### config.mk
export PLATFORM = sky130hd
export DESIGN_NAME = sprite_motion_gen
export DESIGN_NICKNAME = d
export VERILOG_FILES = /design/src/rtl/sprite_motion_gen.sv
export SDC_FILE = /design/constraint.sdc
export NUM_CORES = 1
export LEC_CHECK = 0
export ABC_AREA = 1
export CAP_MARGIN = 20
export CORE_AREA = 2 2 222 137
export CTS_CLUSTER_DIAMETER = 40
export DETAILED_ROUTE_END_ITERATION = 7
export DIE_AREA = 0 0 224 139
export PLACE_DENSITY = 0.6
export SETUP_SLACK_MARGIN = 0.4
export SLEW_MARGIN = 25
export SYNTH_ARGS = -nofsm -noshare
export SYNTH_HDL_FRONTEND = slang
export SYNTH_SLANG_ARGS = --single-unit
### constraint.sdc
create_clock -name clk -period 16.65 [get_ports clk]
set_input_delay 4.995 -clock clk [delete_from_list [all_inputs] [get_ports clk]]
set_output_delay 4.995 -clock clk [all_outputs]
set_load 0.01 [all_outputs]
### src/rtl/sprite_motion_gen.sv
// sprite_motion_gen: per-frame fixed-point motion generator for one sprite's
// top-left corner. Supports bounce, wrap and stop edge modes, pause, sticky
// X/Y speed toggles, gravity on Y with speed saturation, and edge-hit pulses.
// Optional build macro SPRITE_MOTION_FRICTION_EN adds a slow decay of |vx|
// every eighth running frame.
module sprite_motion_gen #(
  parameter int FRAC_BITS       = 6,
  parameter int POS_W           = 24,
  parameter int FRAME_W         = 640,
  parameter int FRAME_H         = 480,
  parameter int SPRITE_W        = 64,
  parameter int SPRITE_H        = 64,
  parameter int INITIAL_X       = 40,
  parameter int INITIAL_Y       = 100,
  parameter int INITIAL_X_SPEED = 50,
  parameter int INITIAL_Y_SPEED = 0,
  parameter int Y_ACCEL         = 1,
  parameter int MAX_SPEED       = 512
) (
  input  logic        clk,
  input  logic        reset,
  input  logic        startOfFrame,
  input  logic        start,
  input  logic        pause,
  input  logic        toggleX,
  input  logic        toggleY,
  input  logic [1:0]  edgeMode,
  output logic [10:0] topLeftX,
  output logic [10:0] topLeftY,
  output logic        moving,
  output logic [3:0]  hitEdge
);

  localparam int MAXX_I = (FRAME_W - SPRITE_W) << FRAC_BITS;
  localparam int MAXY_I = (FRAME_H - SPRITE_H) << FRAC_BITS;
  localparam int SPANX_I = MAXX_I + (1 << FRAC_BITS);
  localparam int SPANY_I = MAXY_I + (1 << FRAC_BITS);
  localparam int INITX_I = INITIAL_X << FRAC_BITS;
  localparam int INITY_I = INITIAL_Y << FRAC_BITS;

  localparam logic signed [POS_W-1:0] MAX_X   = MAXX_I[POS_W-1:0];
  localparam logic signed [POS_W-1:0] MAX_Y   = MAXY_I[POS_W-1:0];
  localparam logic signed [POS_W-1:0] SPAN_X  = SPANX_I[POS_W-1:0];
  localparam logic signed [POS_W-1:0] SPAN_Y  = SPANY_I[POS_W-1:0];
  localparam logic signed [POS_W-1:0] INIT_PX = INITX_I[POS_W-1:0];
  localparam logic signed [POS_W-1:0] INIT_PY = INITY_I[POS_W-1:0];
  localparam logic signed [POS_W-1:0] INIT_VX = INITIAL_X_SPEED[POS_W-1:0];
  localparam logic signed [POS_W-1:0] INIT_VY = INITIAL_Y_SPEED[POS_W-1:0];
  localparam logic signed [POS_W-1:0] ACCEL   = Y_ACCEL[POS_W-1:0];
  localparam logic signed [POS_W-1:0] VMAX    = MAX_SPEED[POS_W-1:0];

  typedef enum logic [1:0] {IDLE, RUN, PAUSE} state_t;

  state_t state;
  logic signed [POS_W-1:0] pos_x, pos_y, vel_x, vel_y;
  logic start_d, toggle_x_d, toggle_y_d;
  logic pend_x, pend_y;

  logic start_rise, pend_x_now, pend_y_now, step_en;
  logic signed [POS_W-1:0] vx_f, vy_acc, vx1, vy1, nx, ny;
  logic signed [POS_W-1:0] px_n, py_n, vx_n, vy_n;
  logic lo_x, hi_x, lo_y, hi_y;

  // Resolve one axis against [0, lim] according to the edge mode.
  function automatic void edge_axis(
    input  logic [1:0]              mode,
    input  logic signed [POS_W-1:0] n,
    input  logic signed [POS_W-1:0] v,
    input  logic signed [POS_W-1:0] lim,
    input  logic signed [POS_W-1:0] span,
    output logic signed [POS_W-1:0] p,
    output logic signed [POS_W-1:0] vo,
    output logic                    lo,
    output logic                    hi
  );
    lo = n[POS_W-1];
    hi = n > lim;
    p  = n;
    vo = v;
    case (mode)
      2'd1: begin
        if (lo)      p = n + span;
        else if (hi) p = n - span;
      end
      2'd2: begin
        if (lo)      begin p = '0;  vo = '0; end
        else if (hi) begin p = lim; vo = '0; end
      end
      default: begin
        if (lo)      begin p = '0;  vo = v[POS_W-1] ? -v : v; end
        else if (hi) begin p = lim; vo = v[POS_W-1] ? v : -v; end
      end
    endcase
  endfunction

  assign start_rise = start & ~start_d;
  assign pend_x_now = pend_x | (toggleX & ~toggle_x_d);
  assign pend_y_now = pend_y | (toggleY & ~toggle_y_d);
  assign step_en    = (state == RUN) && startOfFrame && !start_rise && !pause;

`ifdef SPRITE_MOTION_FRICTION_EN
  localparam logic signed [POS_W-1:0] ONE = 1;
  logic [2:0] frame_cnt;

  // Count running frame steps; the eighth of each group applies friction.
  always_ff @(posedge clk) begin
    if (reset)        frame_cnt <= '0;
    else if (step_en) frame_cnt <= frame_cnt + 3'd1;
  end

  // Shrink |vx| by one on the friction frame, never crossing zero.
  always_comb begin
    vx_f = vel_x;
    if (frame_cnt == 3'd7 && vel_x != '0) begin
      vx_f = vel_x[POS_W-1] ? vel_x + ONE : vel_x - ONE;
    end
  end
`else
  assign vx_f = vel_x;
`endif

  // Candidate next position/speed for a frame step.
  always_comb begin
    // NOTE: every always_comb output gets a value before any branch so no latch is inferred.
    vy_acc = vel_y + ACCEL;
    vy1    = vy_acc;
    if (vy_acc > VMAX)       vy1 = VMAX;
    else if (vy_acc < -VMAX) vy1 = -VMAX;
    vx1 = pend_x_now ? -vx_f : vx_f;
    if (pend_y_now) vy1 = -vy1;
    nx = pos_x + vx1;
    ny = pos_y + vy1;
    edge_axis(edgeMode, nx, vx1, MAX_X, SPAN_X, px_n, vx_n, lo_x, hi_x);
    edge_axis(edgeMode, ny, vy1, MAX_Y, SPAN_Y, py_n, vy_n, lo_y, hi_y);
  end

  // Control FSM together with position, speed, toggle and hit registers.
  always_ff @(posedge clk) begin
    // NOTE: non-blocking assignments keep every register sampling pre-edge values.
    if (reset) begin
      state      <= IDLE;
      pos_x      <= INIT_PX;
      pos_y      <= INIT_PY;
      vel_x      <= '0;
      vel_y      <= '0;
      moving     <= 1'b0;
      hitEdge    <= '0;
      start_d    <= 1'b0;
      toggle_x_d <= 1'b0;
      toggle_y_d <= 1'b0;
      pend_x     <= 1'b0;
      pend_y     <= 1'b0;
    end else begin
      start_d    <= start;
      toggle_x_d <= toggleX;
      toggle_y_d <= toggleY;
      hitEdge    <= '0;
      if (start_rise) begin
        state  <= RUN;
        moving <= 1'b1;
        pos_x  <= INIT_PX;
        pos_y  <= INIT_PY;
        vel_x  <= INIT_VX;
        vel_y  <= INIT_VY;
        pend_x <= 1'b0;
        pend_y <= 1'b0;
      end else begin
        pend_x <= pend_x_now;
        pend_y <= pend_y_now;
        case (state)
          RUN: begin
            if (pause) begin
              state  <= PAUSE;
              moving <= 1'b0;
            end else if (startOfFrame) begin
              pos_x   <= px_n;
              pos_y   <= py_n;
              vel_x   <= vx_n;
              vel_y   <= vy_n;
              pend_x  <= 1'b0;
              pend_y  <= 1'b0;
              hitEdge <= {lo_y, hi_y, lo_x, hi_x};
            end
          end
          PAUSE: begin
            if (!pause) begin
              state  <= RUN;
              moving <= 1'b1;
            end
          end
          default: moving <= 1'b0;
        endcase
      end
    end
  end

  assign topLeftX = pos_x[FRAC_BITS +: 11];
  assign topLeftY = pos_y[FRAC_BITS +: 11];

endmodule

==> flow_summary.ini, run 1 <==
[outcome]
outcome = complete, no violations

[layout]
postLayoutCellArea_mm2 = 0.0137
drive_above_1_share = 0.0598
layout_commonest_cell = nand2_1
n_fill_cell = 3107
diodes = 0
final_cell_mix = nand2_1, inv_1, nor2_1, o21ai_0, a21oi_1
final_nets = 2243
final_cells = 2555
area_growth_pct = 6.17

[routing]
routed_via_density = 5.64
dr_total_vias = 14401
drtIter0Drc = 1687
ant_nets = 0
first_pass_iters = 8
routed_wl_mm = 45.7
wire_per_inst_um = 17.9
drc = 0

[clocking]
ctsRootBufferMaster = clkbuf_16
postCtsSetupBuffers = 0
postCtsResizedCells = 0
hold_buffers = 0
clk_pin_slew_ns = 0.08
clock_path_buffers = 2
cts_sinks = 108
htreeDepth = 3
cts_buffers = 9
clock_latency_ns = 0.39
cts_tree = yes

[timing]
slew_headroom = 0.379
period_needed_ns = 12.13
finalWorstSetupSlack_ns = 4.52
drv_slew = 0
fin_skew_ns = 0.0158
finalSetupViolCount = 0
fmax_mhz = 82.4
post-route-period-util = 0.729
fin_tns_setup_ns = 0
final-hold-violation-count = 0
rsz0062_at_grt = no
tightest_slew_ns = 0.931

[setup_path]
worstReg2RegEnd = vel_y[2]
criticalPathCategory = in -> reg
arrival_ns = 12.44
startpoint = toggleX
ff2ff_setup_slack_ns = 7.38
worst-r2r-cell-count = 36
required_ns = 16.96
startpoint_type = input pin
timing.rr.start = vel_y[1]
crit_path_end = pos_x[22]
crit_path_max_fanout = 18
end_kind = register

[logic_synthesis]
synth_warnings = 0
yosysUniqueCellTypes = 62
ys_ff_latch = 108
syn_area_per_cell_um2 = 5.87
synthArstFlopShare = 0
synth_fp_nets = 2270
seq_area_frac_synth = 0.168
synth_area_mm2 = 0.0129
synth-edff-count = 0
synth_flop_cell = dfxtp_1
syn_inst = 2195

[placement]
place.gp.congestion = 0.950
place_ws_ns = 4.51
portBuffers = 35
placed_area_mm2 = 0.0133
dp.cells = 2539
hpwlAfterDp_mm = 34.4

[die]
dieArea_mm2 = 0.0311
core_mm2 = 0.0292
pin_count = 36
start_util = 0.441
die_h_um = 139
dieWidth_um = 224
rows = 49

[grt]
antenna_found_initial = 0
track_usage = 0.290
grt_pass1_wl_mm = 71.0
overflow = 0
grt_max_degree = 51
grt_pass1_vias = 12506

[pwr]
p_per_area_mw_per_mm2 = 81.4
leakagePower_nw = 6.41
ir_drop_uv = 82.2

[run]
max-cap-violations = 0

[min_path]
hold_path_class = reg -> reg
hold_start = pos_x[0]
-- report_power, final --
part | switching [W] | total (W) | internal [W] | leakage (nW)
Combinational | 0.000416 | 0.000582 | 0.000166 | 5.36
Clock | 0.000121 | 0.000266 | 0.000146 | 0.169
Sequential | 0.00000409 | 0.000267 | 0.000262 | 0.873
Total | 0.000541 | 0.00111 | 0.000574 | 6.41
-- cell usage after synthesis, types with 8 or more instances --
master / n / share of area
nor3_1: 29 / 0.011
dfxtp_1: 108 / 0.17
nand3_1: 153 / 0.059
nor2_2: 11 / 0.0053
ha_1: 64 / 0.062
xor2_1: 85 / 0.058
inv_1: 272 / 0.079
o22ai_1: 8 / 0.0039
a31oi_1: 10 / 0.0049
buf_4: 25 / 0.015
nand4_1: 34 / 0.016
nand2_2: 23 / 0.011
buf_2: 18 / 0.0070
xnor2_1: 15 / 0.010
o21ai_1: 28 / 0.011
nand2_1: 587 / 0.17
o41ai_1: 8 / 0.0054
inv_2: 14 / 0.0041
nor2_1: 198 / 0.058
a21oi_1: 153 / 0.059
nor2_4: 9 / 0.0079
o21ai_0: 161 / 0.063
clkbuf_1: 36 / 0.010
o211ai_1: 46 / 0.027
-- sequential cells by signal (all words and copies together), names as in the netlist, 2 cells and up, named ones only --
signal / cells
pos_y: 24
hitEdge: 4
vel_x: 23
vel_y: 24
pos_x: 24
state: 2
-- stage by stage --
step | util | hold slack (ns) | total power (W)
finish | 0.468 | 0.475 | 0.00111
global route | 0.468 | 0.503 | 0.00120
CTS | 0.468 | 0.474 | 0.00110
detailed placement | 0.456 | 0.458 | 0.000833
global placement | 0.456 | 0.448 | 0.000830
floorplan | - | 0.435 | 0.000702
-- area by class of cell --
type / instances / area, um2 / area share
repair buffers: 48 / 448 / 0.0327
inverters: 289 / 1080 / 0.0793
clock inverters: 4 / 77.6 / 0.00567
clock buffers: 12 / 267 / 0.0195
well taps: 382 / 478 / 0.0349
flip-flops and latches: 108 / 2160 / 0.158
multi-input cells: 1712 / 9170 / 0.670
-- worst min-delay path by stage --
stage | slack (ns) | depth (start not counted) | to
2_1_floorplan | 0.43 | 2 | pos_x[0]
3_3_place_gp | 0.45 | 2 | pos_y[0]
3_5_place_dp | 0.46 | 2 | vel_x[3]
4_1_cts | 0.47 | 2 | vel_x[3]
5_1_grt | 0.50 | 2 | vel_x[3]
6_report | 0.47 | 2 | pos_x[0]
-- routing by layer --
metal	share of wire	GRT usage	wire length, um	vias up
met5	0	0	0	-
met4	0.0099	0.0404	452	0
met3	0.13	0.0941	5730	30
met2	0.35	0.364	16100	720
met1	0.51	0.468	23400	6531
li1	-	-	-	7120
-- worst max-delay path: stages --
cell             delay, ns
clkdlybuf4s50_1       0.45
inv_1                 0.06
o21bai_2              0.66
inv_2                 0.27
o21ai_0               0.24
nand2_1               0.23
ha_1                  0.43
nand2_1               0.06
o21ai_0               0.38
a21oi_1               0.12
o21bai_1              0.38
xor2_1                0.44
ha_1                  0.25
nand3_1               0.08
nor3_1                0.16
nand3_1               0.15
nor2_1                0.20
a31oi_1               0.17
o21ai_0               0.55
nand4_2               0.46
nand2_1               0.73
inv_1                 0.40
nand3_1               0.15
o21ai_0               0.12
nand2_1               0.08
nand2_1               0.04
o21ai_0               0.16
-- cell families (layout without fill, tap and decap cells) --
kind of cell,count (synthesis),after routing,share of synthesized area
xor+xnor,104,104,0.0747
flops,108,108,0.168
fa+ha+maj,66,66,0.0652
compound gates,450,450,0.197
buf+inv,375,353,0.122
simple gates,1092,1092,0.374
(Power assumes the default switching activity.)
==> run 2, diff against run 1 <==
--- a/config.mk
+++ b/config.mk
@@ -11,7 +11,7 @@
 export CTS_CLUSTER_DIAMETER = 40
 export DETAILED_ROUTE_END_ITERATION = 7
 export DIE_AREA = 0 0 224 139
-export PLACE_DENSITY = 0.6
+export PLACE_DENSITY = 0.62
 export SETUP_SLACK_MARGIN = 0.4
 export SLEW_MARGIN = 25
 export SYNTH_ARGS = -nofsm -noshare
==> constraint.sdc (replaced) <==
create_clock -name clk -period 9.85 [get_ports clk]
set_input_delay 2.955 -clock clk [delete_from_list [all_inputs] [get_ports clk]]
set_output_delay 2.955 -clock clk [all_outputs]
set_load 0.01 [all_outputs]
==> run 2 against run 1 <==
Compared with the run above:
- power rose by 67%
- sequential cell count stayed put
- utilization up 0.30 points
- critical path depth is 1 lower
- first-iteration DRC count rose by 13%
- non-clock buffer count grew 16
- setup slack lost 3.8 ns
- global-route usage up 0.48 points
- worst hold slack worse by 0.0022 ns
- count of clock-buffer cells in the layout decreased by 2
- largest power group unchanged
==> flow_summary.ini, run 2 (synthesis gave the netlist of run 1 again) <==
[clocking]
clk_pin_slew_ns = 0.08
clock_latency_ns = 0.39
ctsRootBufferMaster = clkbuf_16
cts_tree = yes
cts_buffers = 9
cts_sinks = 108
htreeDepth = 3
clock_path_buffers = 2

[placement]
portBuffers = 35
place.gp.congestion = 0.956
hpwlAfterDp_mm = 35.7

[pwr]
p_int_w = 0.000943
p_per_area_mw_per_mm2 = 135
finalPower_w = 0.00186
combPwrFrac = 0.538
power_frac_seq = 0.242
power.switching_w = 0.000918
clock_power_share = 0.220
switching_share = 0.493
ir_drop_uv = 75.6
leakagePower_nw = 6.47

[setup_path]
crit_path_max_fanout = 12
end_kind = register
startpoint_type = input pin
criticalPathCategory = in -> reg
required_ns = 10.16
arrival_ns = 9.41

[layout]
final_nets = 2259
diodes = 0
final_cell_mix = nand2_1, inv_1, nor2_1, o21ai_0, a21oi_1
top_regs = pos_x (24), pos_y (24), vel_y (24)
layout_commonest_cell = nand2_1
drive_above_1_share = 0.0672
area_growth_pct = 6.86

[die]
die_h_um = 139
start_util = 0.441
rows = 49
dieArea_mm2 = 0.0311
core_mm2 = 0.0292
pin_count = 36
dieWidth_um = 224

[timing]
final-hold-violation-count = 0
fmax_mhz = 110
fin_tns_setup_ns = 0
period_needed_ns = 9.10
rsz0062_at_grt = no
drv_slew = 0
tightest_slew_ns = 0.912
finalSetupViolCount = 0
post-route-period-util = 0.924
hold_ws_ns = 0.473
slew_headroom = 0.391
fin_skew_ns = 0.00867

[routing]
first_pass_iters = 6
wire_per_inst_um = 17.9
drc = 0
dr_total_vias = 14484
routed_via_density = 5.63
ant_nets = 0
routed_wl_mm = 46.1
drtIter0Drc = 1900

[grt]
grt_pass1_vias = 12543
antenna_found_initial = 0
grt_max_degree = 45
grt_pass1_wl_mm = 72.0
track_usage = 0.295
overflow = 0

[run]
max-cap-violations = 0

[outcome]
outcome = complete, no violations

[min_path]
hold_path_class = reg -> reg
-- run 2: cell types whose count changed in the layout (fill, tap and decap cells not counted) --
cell / delta
clkbuf_8: -2
buf_4: +16
inv_8: +1
clkinvlp_4: +1
bufinv_16: -1
clkinv_2: +1
nand2_2: +1
nand2_1: -1
-- run 2: repair_timing --
action	in CTS	in global routing
hold buffers	0	0
setup endpoints to repair	0	1
hold endpoints to repair	0	0
resized for setup	0	1
setup buffers	0	0
-- run 2: cell type report --
cell class                      count  area [um2]
Fill cell                        3070       15500
Sequential cell                   108        2160
Clock inverter                      6        71.3
Multi-Input combinational cell   1712        9170
Timing Repair Buffer               64         568
Tap cell                          382         478
Clock buffer                       10         239
Inverter                          289        1080
-- run 2: worst paths after layout --
check / from / slack (ns) / endpoint / cells after the start
worst max-delay path: toggleX / 0.75 / vel_x[7] / 26
worst min register to register: pos_y[3] / 0.47 / pos_y[3] / 2
worst max register to register: vel_y[1] / 1.11 / pos_y[10] / 37
worst min-delay path: pos_y[3] / 0.47 / pos_y[3] / 2
-- run 2: power groups by stage --
stage / Clock [W] / Combinational [W] / Sequential, W
6_report: 0.000410 / 0.00100 / 0.000451
5_1_grt: 0.000437 / 0.00111 / 0.000452
4_1_cts: 0.000424 / 0.000970 / 0.000450
3_5_place_dp: 0 / 0.000963 / 0.000461
3_3_place_gp: 0 / 0.000963 / 0.000461
2_1_floorplan: 0 / 0.000729 / 0.000458
-- run 2: stage by stage --
stage	utilization	instance area, um2	setup slack, ns	cells
floorplan	-	12900	2.77	2195
global placement	0.460	13500	0.689	2555
detailed placement	0.460	13500	0.572	2555
CTS	0.471	13800	0.966	2571
global route	0.471	13800	0.405	2571
finish	0.471	13800	0.751	2571
-- run 2: per-layer routing --
layer	part of all wire	track usage
met5	0	0
met3	0.13	0.0877
met4	0.011	0.0474
met2	0.35	0.361
met1	0.51	0.486
-- run 2: worst max-delay path, stage by stage --
cell and delay (ns):
clkdlybuf4s50_1 0.40, inv_1 0.08, o21bai_2 0.15, buf_4 0.24, o21ai_1 0.42, inv_1 0.25
fa_1 0.48, o21ai_0 0.40, a21oi_1 0.12, o21bai_1 0.28, xor2_1 0.45, ha_1 0.29
nand3_1 0.11, nor3_1 0.18, nand3_1 0.18, nor2_1 0.19, a31oi_1 0.14, o21ai_0 0.43
nand4_2 0.32, nand3_1 0.18, inv_1 0.19, nor2_2 0.53, nand2_1 0.12, nand2_1 0.10
nand2_1 0.05, a21oi_1 0.14
==> run 3, diff against run 2 <==
--- a/config.mk
+++ b/config.mk
@@ -11,7 +11,7 @@
 export CTS_CLUSTER_DIAMETER = 40
 export DETAILED_ROUTE_END_ITERATION = 7
 export DIE_AREA = 0 0 224 139
-export PLACE_DENSITY = 0.62
+export PLACE_DENSITY = 0.63
 export SETUP_SLACK_MARGIN = 0.4
 export SLEW_MARGIN = 25
 export SYNTH_ARGS = -nofsm -noshare
==> run 3 against run 2 <==
Compared with the run above:
- sequential cell count stayed put
- cell count hardly changed
- register-to-register slack hardly changed
- non-clock buffer count is 1 lower
- sequential share of layout area hardly changed
- highest routed layer unchanged
==> flow_summary.ini, run 3 (synthesis gave the netlist of run 1 again) <==
[outcome]
outcome = complete, no violations

[setup_path]
startpoint_type = input pin
path_common_cell = nand2_1
critical-path-slowest-cell = o21ai_0
criticalPathCategory = in -> reg
worst-r2r-cell-count = 41
max_stage_delay_ns = 0.56
crit_path_max_fanout = 12
arrival_ns = 9.41
required_ns = 10.19
timing.rr.start = vel_y[1]
worstReg2RegEnd = vel_y[19]
end_kind = register
ff2ff_setup_slack_ns = 1.12

[pwr]
power_frac_seq = 0.238
clock_power_share = 0.228
leakagePower_nw = 6.46
p_per_area_mw_per_mm2 = 137
combPwrFrac = 0.534
power.switching_w = 0.000932
ir_drop_uv = 96.2
switching_share = 0.492
p_int_w = 0.000963
finalPower_w = 0.00190

[grt]
antenna_found_initial = 0
grt_pass1_wl_mm = 72.0
grt_max_degree = 50
overflow = 0
track_usage = 0.293
grt_pass1_vias = 12812

[clocking]
clock_latency_ns = 0.40
ctsRootBufferMaster = clkbuf_16
cts_tree = yes
postCtsResizedCells = 0
postCtsSetupBuffers = 0
cts_sinks = 108
clk_pin_slew_ns = 0.09
cts_buffers = 9
hold_buffers = 0
clock_path_buffers = 2
htreeDepth = 3

[routing]
dr_total_vias = 14633
drtIter0Drc = 1774
first_pass_iters = 7
wire_per_inst_um = 17.9
ant_nets = 0
routed_wl_mm = 46.1
drc = 0
routed_via_density = 5.69

[timing]
slew_headroom = 0.358
final-hold-violation-count = 0
tightest_slew_ns = 0.962
period_needed_ns = 9.07
fmax_mhz = 110
fin_skew_ns = 0.00974
fin_tns_setup_ns = 0
post-route-period-util = 0.921
rsz0062_at_grt = no
finalSetupViolCount = 0
drv_slew = 0

[min_path]
min_delay_worst_endpoint = pos_y[3]
hold_depth = 2
hold_start = pos_y[3]
hold_path_class = reg -> reg

[die]
dieArea_mm2 = 0.0311
start_util = 0.441
dieWidth_um = 224
die_h_um = 139
rows = 49
core_mm2 = 0.0292
pin_count = 36

[layout]
area_growth_pct = 6.99
top_regs = pos_x (24), pos_y (24), vel_y (24)
final_cell_mix = nand2_1, inv_1, nor2_1, o21ai_0, a21oi_1
drive_above_1_share = 0.0667
layout_commonest_cell = nand2_1
diodes = 0
final_nets = 2258

[run]
max-cap-violations = 0

[placement]
portBuffers = 35
place.gp.congestion = 0.940
hpwlAfterDp_mm = 34.9
run 3: cell type report:
cell class | count | area (um2)
flip-flops and latches | 108 | 2160
fillers | 3052 | 15500
clock buffers | 10 | 229
clock inverters | 6 | 95.1
inverters | 289 | 1080
multi-input cells | 1712 | 9180
well taps | 382 | 478
repair buffers | 63 | 561
run 3: power groups by stage:
stage | combinational [W] | clock (W) | sequential, W
6_report | 0.00101 | 0.000432 | 0.000450
5_1_grt | 0.00112 | 0.000458 | 0.000451
4_1_cts | 0.000977 | 0.000441 | 0.000450
3_5_place_dp | 0.000970 | 0 | 0.000460
3_3_place_gp | 0.000964 | 0 | 0.000460
2_1_floorplan | 0.000729 | 0 | 0.000458
run 3: per-layer routing:
layer | wire, um | vias up | track usage
met5 | 0 | - | 0
met4 | 761 | 0 | 0.0596
met3 | 6550 | 54 | 0.0843
met2 | 16300 | 816 | 0.365
met1 | 22500 | 6611 | 0.475
li1 | - | 7152 | -
run 3: worst max-delay path, delay by kind of cell:
kind	cells	cell delay (ns)
AOI/OAI and AO/OA	9	2.37
xor gates and xnor gates	1	0.38
adders and majority gates	2	0.64
buffers and inverters	4	1.05
and+or+nand+nor	11	1.99
run 3: metrics by stage:
step	hold WS, ns	util	cell area (um2)	instances	setup slack, ns
final	0.474	0.472	13800	2570	0.778
after global routing	0.498	0.472	13800	2570	0.412
after CTS	0.477	0.471	13800	2570	1.02
after detailed placement	0.457	0.460	13500	2554	0.640
after global placement	0.449	0.460	13500	2554	0.925
after floorplan	0.435	-	12900	2195	2.77
run 3: how the worst max path moves through the flow:
stage	startpoint	to	cells past startpoint
3_5_place_dp	toggleX	vel_x[6]	27
2_1_floorplan	vel_y[1]	vel_y[18]	42
5_1_grt	toggleX	pos_x[15]	27
3_3_place_gp	toggleX	vel_x[5]	28
6_report	toggleX	pos_x[15]	27
4_1_cts	toggleX	vel_x[6]	27
